[config.mk]
export PLATFORM = sky130hd
export DESIGN_NAME = btb_update_ctrl
export DESIGN_NICKNAME = d
export VERILOG_FILES = /design/src/rtl/btb_update_ctrl.sv
export SDC_FILE = /design/constraint.sdc
export NUM_CORES = 1
export LEC_CHECK = 0
export CORE_ASPECT_RATIO = 1.2
export CORE_MARGIN = 2
export CORE_UTILIZATION = 55
export DETAILED_ROUTE_END_ITERATION = 12
export GPL_TIMING_DRIVEN = 0
export HOLD_SLACK_MARGIN = 0.15
export PLACE_DENSITY = 0.84
export RECOVER_POWER = 25
export SETUP_SLACK_MARGIN = 0.2
export SLEW_MARGIN = 20
export SYNTH_ARGS = -nofsm -noshare
export SYNTH_HDL_FRONTEND = slang
export SYNTH_SLANG_ARGS = --single-unit
export TNS_END_PERCENT = 10
[constraint.sdc]
create_clock -name clk -period 18.1 [get_ports clk]
set_input_delay 3.62 -clock clk [delete_from_list [all_inputs] [get_ports clk]]
set_output_delay 3.62 -clock clk [all_outputs]
set_load 0.03 [all_outputs]
[src/rtl/btb_update_ctrl.sv]
// btb_update_ctrl: queues resolved-branch BTB updates, arbitrates the shared BTB port against fetch lookups, and walks the table to invalidate it on flush.
module btb_update_ctrl #(
    parameter int LOWER      = 5,
    parameter int QDEPTH     = 4,
    parameter int STARVE_MAX = 3
) (
    input  logic             clk,
    input  logic             rst,
    input  logic             i_lookup_req,
    output logic             o_lookup_gnt,
    input  logic             i_upd_valid,
    output logic             o_upd_ready,
    input  logic [63:0]      i_upd_pc,
    input  logic [63:0]      i_upd_target,
    input  logic             i_upd_taken,
    input  logic             i_flush_req,
    output logic             o_flush_busy,
    output logic             o_btb_en,
    output logic             o_btb_wr_en,
    output logic [LOWER-1:0] o_btb_wr_idx,
    output logic [63-LOWER:0] o_btb_wr_tag,
    output logic [63:0]      o_btb_wr_target,
    output logic             o_btb_wr_valid
);
    localparam int QW = $clog2(QDEPTH);
    localparam int SW = $clog2(STARVE_MAX + 1);
    typedef enum logic {IDLE, FLUSH} state_t;
    state_t r_state, w_state_nx;
    logic r_live;
    logic [63:0] r_pc [QDEPTH];
    logic [63:0] r_tgt [QDEPTH];
    logic [QDEPTH-1:0] r_tk;
    logic [QW-1:0] r_wp, r_rp;
    logic [QW:0] r_cnt;
    logic [SW-1:0] r_starve;
    logic [LOWER-1:0] r_walk;
    logic w_on, w_idle, w_empty, w_full, w_deq, w_enq, w_flush_go;
    logic [63:0] w_head_pc;
    // r_live holds every output low for the first cycle after reset releases
    assign w_on       = r_live & ~rst;
    assign w_idle     = w_on & (r_state == IDLE);
    assign w_empty    = r_cnt == '0;
    assign w_full     = r_cnt == (QW+1)'(QDEPTH);
    assign w_deq      = w_idle & ~w_empty & (~i_lookup_req | r_starve == SW'(STARVE_MAX));
    assign w_flush_go = w_on & i_flush_req;
    assign w_enq      = i_upd_valid & o_upd_ready;
    assign w_head_pc  = r_pc[r_rp];
    assign o_upd_ready = w_idle & ~w_full & ~i_flush_req;
    always_comb begin
        w_state_nx      = w_flush_go ? FLUSH : (r_state == FLUSH && r_walk == '1) ? IDLE : r_state;
        o_flush_busy    = w_on & (r_state == FLUSH);
        o_lookup_gnt    = w_idle & i_lookup_req & ~w_deq;
        o_btb_wr_en     = o_flush_busy | w_deq;
        o_btb_wr_idx    = o_flush_busy ? r_walk : w_deq ? w_head_pc[LOWER-1:0] : '0;
        o_btb_wr_tag    = w_deq ? w_head_pc[63:LOWER] : '0;
        o_btb_wr_valid  = w_deq & r_tk[r_rp];
        o_btb_wr_target = o_btb_wr_valid ? r_tgt[r_rp] : '0;
        o_btb_en        = o_lookup_gnt | o_btb_wr_en;
    end
    always_ff @(posedge clk) begin
        if (rst) begin
            r_state  <= IDLE;
            r_live   <= 1'b0;
            r_wp     <= '0;
            r_rp     <= '0;
            r_cnt    <= '0;
            r_starve <= '0;
            r_walk   <= '0;
        end else begin
            r_state <= w_state_nx;
            r_live  <= 1'b1;
            r_walk  <= w_flush_go ? '0 : r_walk + 1'b1;
            if (w_flush_go) begin
                r_wp     <= '0;
                r_rp     <= '0;
                r_cnt    <= '0;
                r_starve <= '0;
            end else begin
                r_wp     <= r_wp + QW'(w_enq);
                r_rp     <= r_rp + QW'(w_deq);
                r_cnt    <= r_cnt + (QW+1)'(w_enq) - (QW+1)'(w_deq);
                r_starve <= (w_deq | w_empty) ? '0 : r_starve + SW'(w_idle & i_lookup_req);
            end
        end
    end
    always_ff @(posedge clk) begin
        if (w_enq) begin
            r_pc[r_wp]  <= i_upd_pc;
            r_tgt[r_wp] <= i_upd_target;
            r_tk[r_wp]  <= i_upd_taken;
        end
    end
endmodule

Word-level counts from Yosys, hierarchy flattened
Memory sizes are Yosys's and may differ from the RTL's. A register that Yosys moved wholly into a read port is not among the register bits.
Cells that the tools add are included.
{"block": "word_totals", "reg_bits": 20, "latchBits": 0, "mem_bits_rw": 512, "mem_bits_ro": 0, "out_inout_bits": 134, "elab_cells": 68, "memories": 2}
{"name": "r_pc", "depth": 4, "width": 64, "rd": 1, "rd_clocked_by_memory_dff": 1, "wr": 1, "line": "30", "source": "logic [63:0] r_pc [QDEPTH];"}
{"name": "r_tgt", "depth": 4, "width": 64, "rd": 1, "rd_clocked_by_memory_dff": 1, "wr": 1, "line": "31", "source": "logic [63:0] r_tgt [QDEPTH];"}
{"block": "op_classes", "addsub": 6, "n_mul": 0, "div_mod_pow": 0, "magnitude_cmp": 3, "n_eq_ne": 3, "n_shift": 0, "mux": 16, "bitwise": 24, "reduce_logical": 6}
{"operator": "64-bit 2-to-1 mux", "count": 1}
{"operator": "59-bit 2-to-1 mux", "count": 1}
{"operator": "1-bit bitwise AND", "count": 13}
{"operator": "5-bit 2-to-1 mux", "count": 2}
{"operator": "1-bit 2-to-1 mux", "count": 7}
{"operator": "1-bit NOT", "count": 7}
{"operator": "2-bit by 1-bit adder with 2-bit output", "count": 3}
{"operator": "2-bit by 3-bit less-than comparator with 1-bit output (second input constant)", "count": 2}
{"operator": "5-bit by 1-bit adder with 5-bit output (second input constant)", "count": 1}
{"operator": "5-bit == test (second input constant)", "count": 1}
{"operator": "4-bit bitwise mux", "count": 1}
{"operator": "2-bit 2-to-1 mux", "count": 2}
{"operator": "1-bit OR", "count": 4}
{"operator": "3-bit by 1-bit adder with 3-bit output", "count": 1}
{"operator": "3-bit == test (second input constant)", "count": 1}
{"operator": "3-bit logical NOT", "count": 1}
{"operator": "3-bit OR reduction", "count": 1}
{"operator": "3-bit by 1-bit subtractor with 3-bit output", "count": 1}
{"operator": "1-bit binary-select mux with 2-bit select", "count": 1}
{"operator": "1-bit demux with 2-bit select", "count": 1}
{"operator": "2-bit == test (second input constant)", "count": 1}
{"operator": "2-bit by 1-bit >= comparator with 1-bit output (second input constant)", "count": 1}
{"operator": "1-bit logical AND", "count": 2}
{"operator": "2-bit nonzero test", "count": 1}
{"operator": "2-bit OR reduction", "count": 1}

Longest topological paths before layout
Gate-level depths: netlist of run 1.
{"block": "depth", "word_depth": 8, "mapped_depth": 11, "mapped_depth_nobuf": 10}

Worst setup path after synthesis of run 1
OpenSTA, ideal clock, no wires.
{"block": "synth_timing", "path_kind": "input to register", "startpoint": "input port rst", "endpoint": "memory r_pc[2][0], enable pin", "arrival_time_ns": 13.522, "required_ns": 17.298, "slack_ns": 3.776, "path_stages": 4, "n_path_buf": 1, "path_cell_list": "nor3b_2 -> nand4bb_1 -> clkbuf_1 -> nor3b_1"}
{"block": "synth_via", "elab_chain_len": 8}
{"item": "from (decl)", "line": "8", "source": "input logic rst,"}
{"item": "1-bit NOT", "line": "40", "source": "assign w_on = r_live & ~rst;"}
{"item": "1-bit bitwise AND", "line": "40"}
{"item": "1-bit bitwise AND", "line": "41", "source": "assign w_idle = w_on & (r_state == IDLE);"}
{"item": "1-bit bitwise AND (2 in series)", "line": "48", "source": "assign o_upd_ready = w_idle & ~w_full & ~i_flush_req;"}
{"item": "1-bit bitwise AND", "line": "46", "source": "assign w_enq = i_upd_valid & o_upd_ready;"}
{"item": "1-bit 2-to-1 mux", "line": "87", "source": "if (w_enq) begin"}
{"item": "1-bit 2-to-1 mux (not written as such)", "line": "88", "source": "r_pc[r_wp] <= i_upd_pc;"}
{"item": "to (decl)", "line": "30"}
Every way passes these cells.

Worst setup path after layout of run 1
{"block": "layout_timing", "startpoint": "input port rst", "endpoint": "output port o_btb_wr_target[15]"}
{"block": "layout_via", "elab_chain_len": 7}
{"item": "1-bit NOT", "line": "40"}
{"item": "1-bit bitwise AND", "line": "40"}
{"item": "1-bit bitwise AND", "line": "41"}
{"item": "1-bit bitwise AND (2 in series)", "line": "44", "source": "assign w_deq = w_idle & ~w_empty & (~i_lookup_req | r_starve == SW'(STARVE_MAX));"}
{"item": "1-bit bitwise AND", "line": "56", "source": "o_btb_wr_valid = w_deq & r_tk[r_rp];"}
{"item": "64-bit 2-to-1 mux", "line": "57", "source": "o_btb_wr_target = o_btb_wr_valid ? r_tgt[r_rp] : '0;"}
{"item": "to (decl)", "line": "22", "source": "output logic [63:0] o_btb_wr_target,"}
Every way passes these cells.

==> impl_metrics.py, run 1 <==
metrics = {
    "worst_setup_path": {
        "crit_slowest_cell": "clkdlybuf4s50_1",
        "cp_top_family": "buffers and inverters",
        "crit_path_start_kind": "primary input",
        "path_max_fanout": 10,
        "critPathCaptureType": "output pin",
        "crit_required_ns": 14.48,
        "cp_num_cells": 7,
        "max_stage_delay_ns": 0.72,
        "crit_chain": "clkdlybuf4s50_1 -> nor3b_2 -> nand4_1 -> buf_4 -> buf_2 -> nor2b_1 -> clkdlybuf4s50_1",
        "reg2reg_depth": 10,
        "arrival_ns": 6.17,
        "cp_common_cell": "clkdlybuf4s50_1",
        "crit_type": "primary input to output pin",
        "path_buf_inv": 4,
    },
    "finish": {
        "drive_gt1_share_pct": 22.5,
        "nNetsFinal": 1415,
        "final_common_cell": "edfxtp_1",
        "final_cell_mix": "516 x edfxtp_1, 190 x clkdlybuf4s50_1, 129 x mux4_2",
        "fillers": 2056,
        "fin_area_um2": 25700,
        "syn_to_final_growth_pct": 27.2,
        "final_util_pct": 71.3,
    },
    "sta": {
        "worstMarginPinSlew_ns": 0.770,
        "fin_tns_setup_ns": 0,
        "finalSetupViolCount": 0,
        "final_max_slew_viol_count": 0,
        "slew_headroom_pct": 48.4,
        "final.period_utilization_pct": 54.1,
        "finalClockSkew_ns": 0.0162,
        "hold_viol_final": 0,
        "max_freq_ghz": 0.102,
        "rsz0062_at_grt": "no",
        "layout_setup_ws_ns": 8.31,
        "fin_crit_ns": 9.79,
    },
    "synthesis": {
        "postSynth.asyncResetShare_pct": 0,
        "yosys.area_share.simple_pct": 4.94,
        "ys_seq_area_share_pct": 78.2,
        "muxShareOfSynthArea_pct": 14.4,
        "yosysTopAreaCellShare_pct": 76.6,
        "synth_warnings": 0,
        "synth_fp_nets": 1036,
        "yosysTopAreaCell": "edfxtp_1",
        "synth-main-ff-cell": "edfxtp_1",
        "synthCells": 894,
        "synth_xor_area_share_pct": 0.260,
        "synth_compound_area_share_pct": 0.365,
        "yosysUniqueCellTypes": 32,
        "syn_area_um2": 20200,
        "synthTopCellsByArea": "edfxtp_1 77%, mux4_2 14%, and2_1 2.0%",
        "synth_seq_cells": 532,
        "synth_edf_count": 516,
        "synth_top_family_by_area": "multiplexers",
        "syn_area_per_cell_um2": 22.6,
        "yosys.area_share.adder_pct": 0.532,
    },
    "routing": {
        "wl_per_cell_um": 23.8,
        "avgViaCountPerCell": 5.62,
        "via_count": 10100,
        "wl_mm": 42.6,
        "drc": 0,
        "drtPass1Iterations": 5,
        "drt_iter0_markers": 732,
        "antenna_left": 0,
    },
    "cts": {
        "htreeDepth": 2,
        "cts_tree": "done",
        "cts_max_path_buffers": 3,
        "post_cts_resized": 0,
        "clk_pin_slew_ns": 0.06,
        "cts_sinks": 532,
        "cts_buffers": 49,
        "postCtsSetupBuffers": 0,
        "clock-root-buffer": "clkbuf_16",
        "postCtsHoldBufs": 0,
        "clk_latency_ns": 0.57,
    },
    "placement": {
        "place_hpwl_mm": 28.5,
        "port_buffers": 267,
        "place_ws_ns": 8.25,
        "place_congestion": 0.716,
        "dpl_cell_area_um2": 24100,
    },
    "power": {
        "irDropWorstVdd_uv": 92.9,
        "finalPower_w": 0.00245,
        "leakagePower_nw": 8.25,
        "power_density_nw_per_um2": 95.1,
    },
    "flow_run": {
        "drv_cap": 0,
    },
    "floorplan": {
        "die_y_um": 214,
        "start_util_pct": 56.1,
        "row_count": 76,
        "coreArea_um2": 36000,
        "dieArea_um2": 38300,
        "io_pins": 268,
        "die_w_um": 179,
    },
    "worst_hold_path": {
        "hold_path.class": "flip-flop to flip-flop",
        "holdPathStages": 1,
    },
    "outcome": {
        "status": "complete, no violations",
    },
    "grt": {
        "track_usage_pct": 22.5,
        "grt_pass1_vias": 10700,
        "grt_max_degree": 23,
        "grt_overflow": 0,
        "antenna_found_initial": 11,
        "grt_pass1_wl_mm": 64.2,
    },
}
report_power, final:
part / internal (W) / leakage (nW) / switching [W]
combinational: 0.0000332 / 2.69 / 0.0000267
sequential: 0.00136 / 4.78 / 0.00000231
clock: 0.000598 / 0.779 / 0.000429
total: 0.00199 / 8.25 / 0.000458
kinds of logic (layout without fill, tap and decap cells):
| kind of cell | after synthesis | after routing |
|---|---|---|
| AO/OA/AOI/OAI | 9 | 9 |
| XOR/XNOR | 6 | 6 |
| adder cells (fa/ha/maj) | 8 | 8 |
| buffers and inverters | 49 | 468 |
| flip-flops | 532 | 532 |
| multiplexers | 129 | 129 |
| other | 0 | 10 |
| AND/OR/NAND/NOR | 161 | 161 |
layout make-up:
cell class / count / area [µm²] / area share (%)
clock inverter: 28 / 264 / 1.03
tap: 468 / 586 / 2.28
multi-input combinational: 313 / 4160 / 16.2
clock buffer: 63 / 1350 / 5.26
antenna: 10 / 25.0 / 0.0973
timing repair buffer: 328 / 3240 / 12.6
inverter: 5 / 18.8 / 0.0730
sequential: 532 / 15800 / 61.5
buffer: 44 / 245 / 0.954
registers in the layout (all words and copies together), names as in the netlist:
signal    flops
r_cnt         3
r_tk          4
r_live        1
r_state       1
r_wp          2
r_tgt       256
r_rp          2
r_starve      2
r_walk        5
r_pc        256
stage by stage:
stage / hold WS, ns / cells
2_1_floorplan: 0.430 / 894
3_3_place_gp: 0.471 / 1629
3_5_place_dp: 0.500 / 1690
4_1_cts: 0.508 / 1781
5_1_grt: 0.546 / 1789
6_report: 0.507 / 1791
routing by layer:
metal,vias to the layer above,track usage [%],share of wire (%)
met3,73,4.68,6.3
met5,-,0,0.019
met4,2,7.56,2.9
met1,5221,28.8,38
li1,4432,-,-
met2,334,38.6,53
synthesized netlist by cell type (all sizes together), types with 2 or more instances:
library cell  instances
a21oi                 2
inv                   5
nand2                 4
xor2                  3
buf                  27
nor2                  8
nor2b                65
edfxtp              516
and4                  2
and2                 66
xnor2                 3
clkbuf               17
dfxtp                16
a22o                  5
ha                    7
and3                  3
nor3                  2
mux4                129
nor3b                 5
worst paths after layout:
kind	end	from	slack, ns
worst min register to register	r_walk[0]	r_walk[0]	0.51
worst max register to register	r_tgt[0][60]	r_live	14.66
worst max-delay path	o_btb_wr_target[15]	rst	8.31
worst min-delay path	r_walk[0]	r_walk[0]	0.51
No activity file was read; power rests on OpenSTA's default activity.
==> inputs of run 2 (changes only) <==
- CORE_UTILIZATION: 55 -> 50
- PLACE_DENSITY: 0.84 -> 0.8
- clock period: 18.1 -> 8.8 ns (I/O delays scaled with it)
==> run 2 against run 1 <==
Against the previous run: cell area rose by 0.13%; largest power group unchanged; sequential share of layout area fell by 0.078 points; combinational power rose by 110%; register-to-register slack got worse by 9.2 ns; critical path depth did not move; routed wire length fell by 0.97%; sequential power rose by 110%; clock power rose by 87%; core utilization fell by 6.7 points; power rose by 98%; hold slack got worse by 0.029 ns.
==> impl_metrics.py, run 2 (synthesis results as in run 1) <==
metrics = {
    "outcome": {
        "status": "complete, no violations",
    },
    "cts": {
        "cts_max_path_buffers": 3,
        "post_cts_resized": 0,
        "postCtsSetupBuffers": 0,
        "cts_sinks": 532,
        "htreeDepth": 2,
        "cts_buffers": 49,
        "clk_latency_ns": 0.57,
        "clock-root-buffer": "clkbuf_16",
        "postCtsHoldBufs": 0,
        "cts_tree": "done",
        "clk_pin_slew_ns": 0.06,
    },
    "placement": {
        "dp_cells": 1756,
        "place_hpwl_mm": 28.9,
        "port_buffers": 267,
        "place_congestion": 0.730,
    },
    "finish": {
        "syn_to_final_growth_pct": 27.3,
        "nNetsFinal": 1416,
        "drive_gt1_share_pct": 22.3,
        "reg.largest.list": "r_pc: 256 flops, r_tgt: 256 flops, r_walk: 5 flops",
        "final_cell_mix": "516 x edfxtp_1, 187 x clkdlybuf4s50_1, 129 x mux4_2",
        "finalNonFillerCells": 1851,
        "final_util_pct": 64.6,
        "final_common_cell": "edfxtp_1",
        "multi_input_area_um2": 4160,
        "fillers": 2685,
        "regArea_um2": 15800,
    },
    "floorplan": {
        "row_count": 80,
        "io_pins": 268,
        "coreArea_um2": 39800,
        "die_w_um": 188,
        "dieArea_um2": 42100,
        "start_util_pct": 50.8,
        "die_y_um": 224,
    },
    "sta": {
        "max_freq_ghz": 0.159,
        "finalClockSkew_ns": 0.0177,
        "final.period_utilization_pct": 71.3,
        "finalSetupViolCount": 0,
        "fin_crit_ns": 6.27,
        "worstMarginPinSlew_ns": 0.722,
        "hold_viol_final": 0,
        "holdWs_ns": 0.478,
        "fin_tns_setup_ns": 0,
        "rsz0062_at_grt": "no",
        "final_max_slew_viol_count": 0,
        "slew_headroom_pct": 51.8,
    },
    "worst_hold_path": {
        "hp-start": "r_walk[0]",
        "holdPathStages": 1,
        "hold_end": "r_walk[0]",
        "hold_path.class": "flip-flop to flip-flop",
    },
    "power": {
        "irDropWorstVdd_uv": 165,
        "seqPwrFrac_pct": 57.7,
        "p_int_w": 0.00392,
        "p_sw_w": 0.000923,
        "finalPower_w": 0.00485,
        "leakagePower_nw": 8.22,
        "comb_power_share_pct": 2.6,
        "clockPowerShare_pct": 39.8,
        "power_density_nw_per_um2": 188,
        "switching_share_pct": 19.1,
    },
    "routing": {
        "avgViaCountPerCell": 5.41,
        "drtPass1Iterations": 5,
        "drc": 0,
        "via_count": 10000,
        "drt_iter0_markers": 670,
        "antenna_left": 0,
        "wl_mm": 42.2,
        "wl_per_cell_um": 22.8,
    },
    "worst_setup_path": {
        "critPathCaptureType": "output pin",
        "cp_common_cell": "clkdlybuf4s50_1",
        "crit_required_ns": 7.04,
        "crit_chain": "clkdlybuf4s50_1 -> nor3b_2 -> and3_1 -> buf_4 -> buf_2 -> and2_1 -> clkdlybuf4s50_1",
        "r2r_end": "r_tgt[2][62]",
        "arrival_ns": 4.51,
        "crit_slowest_cell": "clkdlybuf4s50_1",
        "crit_path_start_kind": "primary input",
        "cp_top_family": "buffers and inverters",
        "reg2reg_from": "r_live",
        "path_max_fanout": 10,
        "reg2reg_depth": 10,
        "path_buf_inv": 4,
        "crit_type": "primary input to output pin",
        "cp-startpoint": "rst",
        "max_stage_delay_ns": 0.77,
        "reg2reg_setup_slack_ns": 5.44,
    },
    "grt": {
        "grt_max_degree": 23,
        "grt_pass1_vias": 10700,
        "antenna_found_initial": 14,
        "grt_pass1_wl_mm": 63.6,
        "grt_overflow": 0,
        "track_usage_pct": 20.2,
    },
    "flow_run": {
        "drv_cap": 0,
    },
}
==> run 2: cell count changes in the layout (fill, tap and decap cells not counted), sizes merged <==
cell / delta
bufinv: -5
clkdlybuf4s50: -3
clkinv: +3
dlygate4sd3: +3
clkinvlp: -2
diode: -2
buf: +1
==> run 2: power by group through the flow <==
stage / clock (W) / combinational [W] / sequential, W
after floorplan: 0 / 0.0000309 / 0.00285
after global placement: 0 / 0.000119 / 0.00285
after detailed placement: 0 / 0.000130 / 0.00285
after CTS: 0.00197 / 0.000131 / 0.00279
after global routing: 0.00206 / 0.000133 / 0.00279
final: 0.00193 / 0.000124 / 0.00279
==> run 2: metal layers <==
metal  up-vias  track usage, %  share of wire [%]
met5         -               0              0.095
met4         6            7.47                2.9
met3        79            4.59                6.0
met2       310            35.4                 53
met1      5207            24.6                 38
li1       4415               -                  -
==> run 2: cell type report <==
class                   count  share of cell area, %
well taps                 533                   2.59
clock inverters            24                  0.447
repair buffers            329                   13.1
multi-input cells         313                   16.2
flip-flops and latches    532                   61.4
diodes                      8                 0.0778
plain buffers              44                  0.953
clock buffers              63                   5.17
inverters                   5                 0.0729
==> run 2: worst max path at each step <==
stage / end / slack (ns) / cells past startpoint
finish: o_btb_wr_tag[22] / 2.53 / 7
global route: o_btb_wr_target[8] / 2.40 / 7
CTS: o_btb_wr_tag[25] / 2.50 / 7
detailed placement: o_btb_wr_tag[25] / 2.51 / 7
global placement: r_tgt[1][36] / -12.09 / 5
floorplan: r_pc[2][0] / -3.66 / 4
==> run 2: metrics by stage <==
stage	setup slack, ns	area [µm²]
after floorplan	-3.66	20200
after global placement	-12.09	23600
after detailed placement	2.51	24300
after CTS	2.50	25700
after global routing	2.40	25700
final	2.53	25700
==> inputs of run 3 (changes only) <==
- CORE_UTILIZATION: 50 -> 55
- PLACE_DENSITY: 0.8 -> 0.84
- clock period: 8.8 -> 5.8 ns (I/O delays scaled with it)
==> run 3 against run 2 <==
Against the previous run: cell area decreased by 0.25%; first-iteration DRC count is 20% higher; sequential power grew 52%; critical endpoint is now o_btb_wr_target[19]; highest routed layer unchanged.
==> impl_metrics.py, run 3 (synthesis results as in run 1) <==
metrics = {
    "worst_setup_path": {
        "path_max_fanout": 10,
        "crit_slowest_cell": "clkdlybuf4s50_1",
        "crit_chain": "clkdlybuf4s50_1 -> nor3b_2 -> nand4_1 -> buf_4 -> buf_2 -> nor2b_1 -> clkdlybuf4s50_1",
        "crit_path_start_kind": "primary input",
        "cp_top_family": "buffers and inverters",
        "cp_common_cell": "clkdlybuf4s50_1",
        "crit_required_ns": 4.64,
        "arrival_ns": 3.76,
        "path_buf_inv": 4,
        "critPathCaptureType": "output pin",
        "crit_type": "primary input to output pin",
        "max_stage_delay_ns": 0.76,
    },
    "finish": {
        "fillers": 2086,
        "final_common_cell": "edfxtp_1",
        "finalNonFillerCells": 1766,
        "reg.largest.list": "r_pc: 256 flops, r_tgt: 256 flops, r_walk: 5 flops",
        "drive_gt1_share_pct": 21.1,
        "syn_to_final_growth_pct": 27.0,
        "nNetsFinal": 1393,
        "final_cell_mix": "516 x edfxtp_1, 191 x clkdlybuf4s50_1, 129 x mux4_2",
    },
    "grt": {
        "top_usage_layer": "met2",
        "track_usage_pct": 22.9,
        "grt_overflow": 0,
        "grt_pass1_vias": 10900,
        "grt_use_met2_pct": 39.5,
        "grt_pass1_wl_mm": 65.2,
        "antenna_found_initial": 15,
        "met1_usage_pct": 29.2,
        "grt_max_degree": 23,
        "met3_usage_pct": 5.05,
    },
    "power": {
        "p_int_w": 0.00611,
        "power_density_nw_per_um2": 294,
        "switching_share_pct": 18.9,
        "p_sw_w": 0.00143,
        "leakagePower_nw": 8.15,
        "seqPwrFrac_pct": 56.2,
        "clockPowerShare_pct": 41.3,
        "comb_power_share_pct": 2.5,
        "finalPower_w": 0.00754,
        "irDropWorstVdd_uv": 333,
    },
    "cts": {
        "htreeDepth": 2,
        "cts_sinks": 532,
        "clk_pin_slew_ns": 0.07,
        "postCtsHoldBufs": 0,
        "cts_max_path_buffers": 3,
        "clock-root-buffer": "clkbuf_16",
        "postCtsSetupBuffers": 0,
        "cts_tree": "done",
        "clk_latency_ns": 0.55,
        "post_cts_resized": 0,
        "cts_buffers": 49,
    },
    "placement": {
        "place_hpwl_mm": 28.1,
        "dp_cells": 1668,
        "place_congestion": 0.729,
        "port_buffers": 267,
        "place_ws_ns": 0.856,
    },
    "sta": {
        "final_max_slew_viol_count": 0,
        "fin_tns_setup_ns": 0,
        "finalSetupViolCount": 0,
        "slew_headroom_pct": 49.7,
        "final.period_utilization_pct": 84.8,
        "finalClockSkew_ns": 0.0107,
        "holdWs_ns": 0.503,
        "hold_viol_final": 0,
        "layout_setup_ws_ns": 0.883,
        "worstMarginPinSlew_ns": 0.752,
        "fin_crit_ns": 4.92,
        "rsz0062_at_grt": "no",
        "max_freq_ghz": 0.203,
    },
    "routing": {
        "drt_iter0_markers": 806,
        "wl_mm": 42.8,
        "via_count": 10100,
        "drtPass1Iterations": 5,
        "drc": 0,
        "avgViaCountPerCell": 5.71,
        "wl_per_cell_um": 24.2,
        "antenna_left": 0,
    },
    "floorplan": {
        "coreArea_um2": 36000,
        "io_pins": 268,
        "die_y_um": 214,
        "die_w_um": 179,
        "dieArea_um2": 38300,
        "start_util_pct": 56.1,
        "row_count": 76,
    },
    "worst_hold_path": {
        "hold_path.class": "flip-flop to flip-flop",
    },
    "flow_run": {
        "drv_cap": 0,
    },
    "outcome": {
        "status": "complete, no violations",
    },
}
## run 3: power by group through the flow
stage,Clock (W),Sequential [W],Combinational [W]
2_1_floorplan,0,0.00432,0.0000471
6_report,0.00311,0.00424,0.000189
3_5_place_dp,0,0.00432,0.000197
4_1_cts,0.00316,0.00424,0.000200
5_1_grt,0.00332,0.00424,0.000203
3_3_place_gp,0,0.00433,0.000181
## run 3: worst paths after layout
kind	startpoint	to	slack, ns	cells past startpoint
max	rst	o_btb_wr_target[19]	0.88	7
min	r_walk[0]	r_walk[0]	0.50	1
max reg2reg	r_live	r_tgt[2][48]	2.42	10
min reg2reg	r_walk[0]	r_walk[0]	0.50	1
## run 3: layout make-up
| type | count | area, µm² | share of cell area (%) |
|---|---|---|---|
| sequential | 532 | 15800 | 61.6 |
| multi-input combinational | 313 | 4180 | 16.3 |
| timing repair buffer | 306 | 3270 | 12.7 |
| clock buffer | 59 | 1260 | 4.92 |
| tap | 468 | 586 | 2.28 |
| clock inverter | 30 | 274 | 1.07 |
| buffer | 44 | 245 | 0.955 |
| antenna | 9 | 22.5 | 0.0877 |
| inverter | 5 | 18.8 | 0.0731 |
## run 3: through the flow
stage | util, % | instance area, µm²
global route | 71.2 | 25700
global placement | 65.2 | 23500
detailed placement | 66.9 | 24100
CTS | 71.2 | 25700
floorplan | - | 20200
finish | 71.2 | 25700
## run 3: layer usage
metal / part of all wire [%] / vias up
met2: 53 / 372
met1: 38 / 5239
li1: - / 4387
met4: 2.8 / 6
met5: 0.082 / -
met3: 6.6 / 83
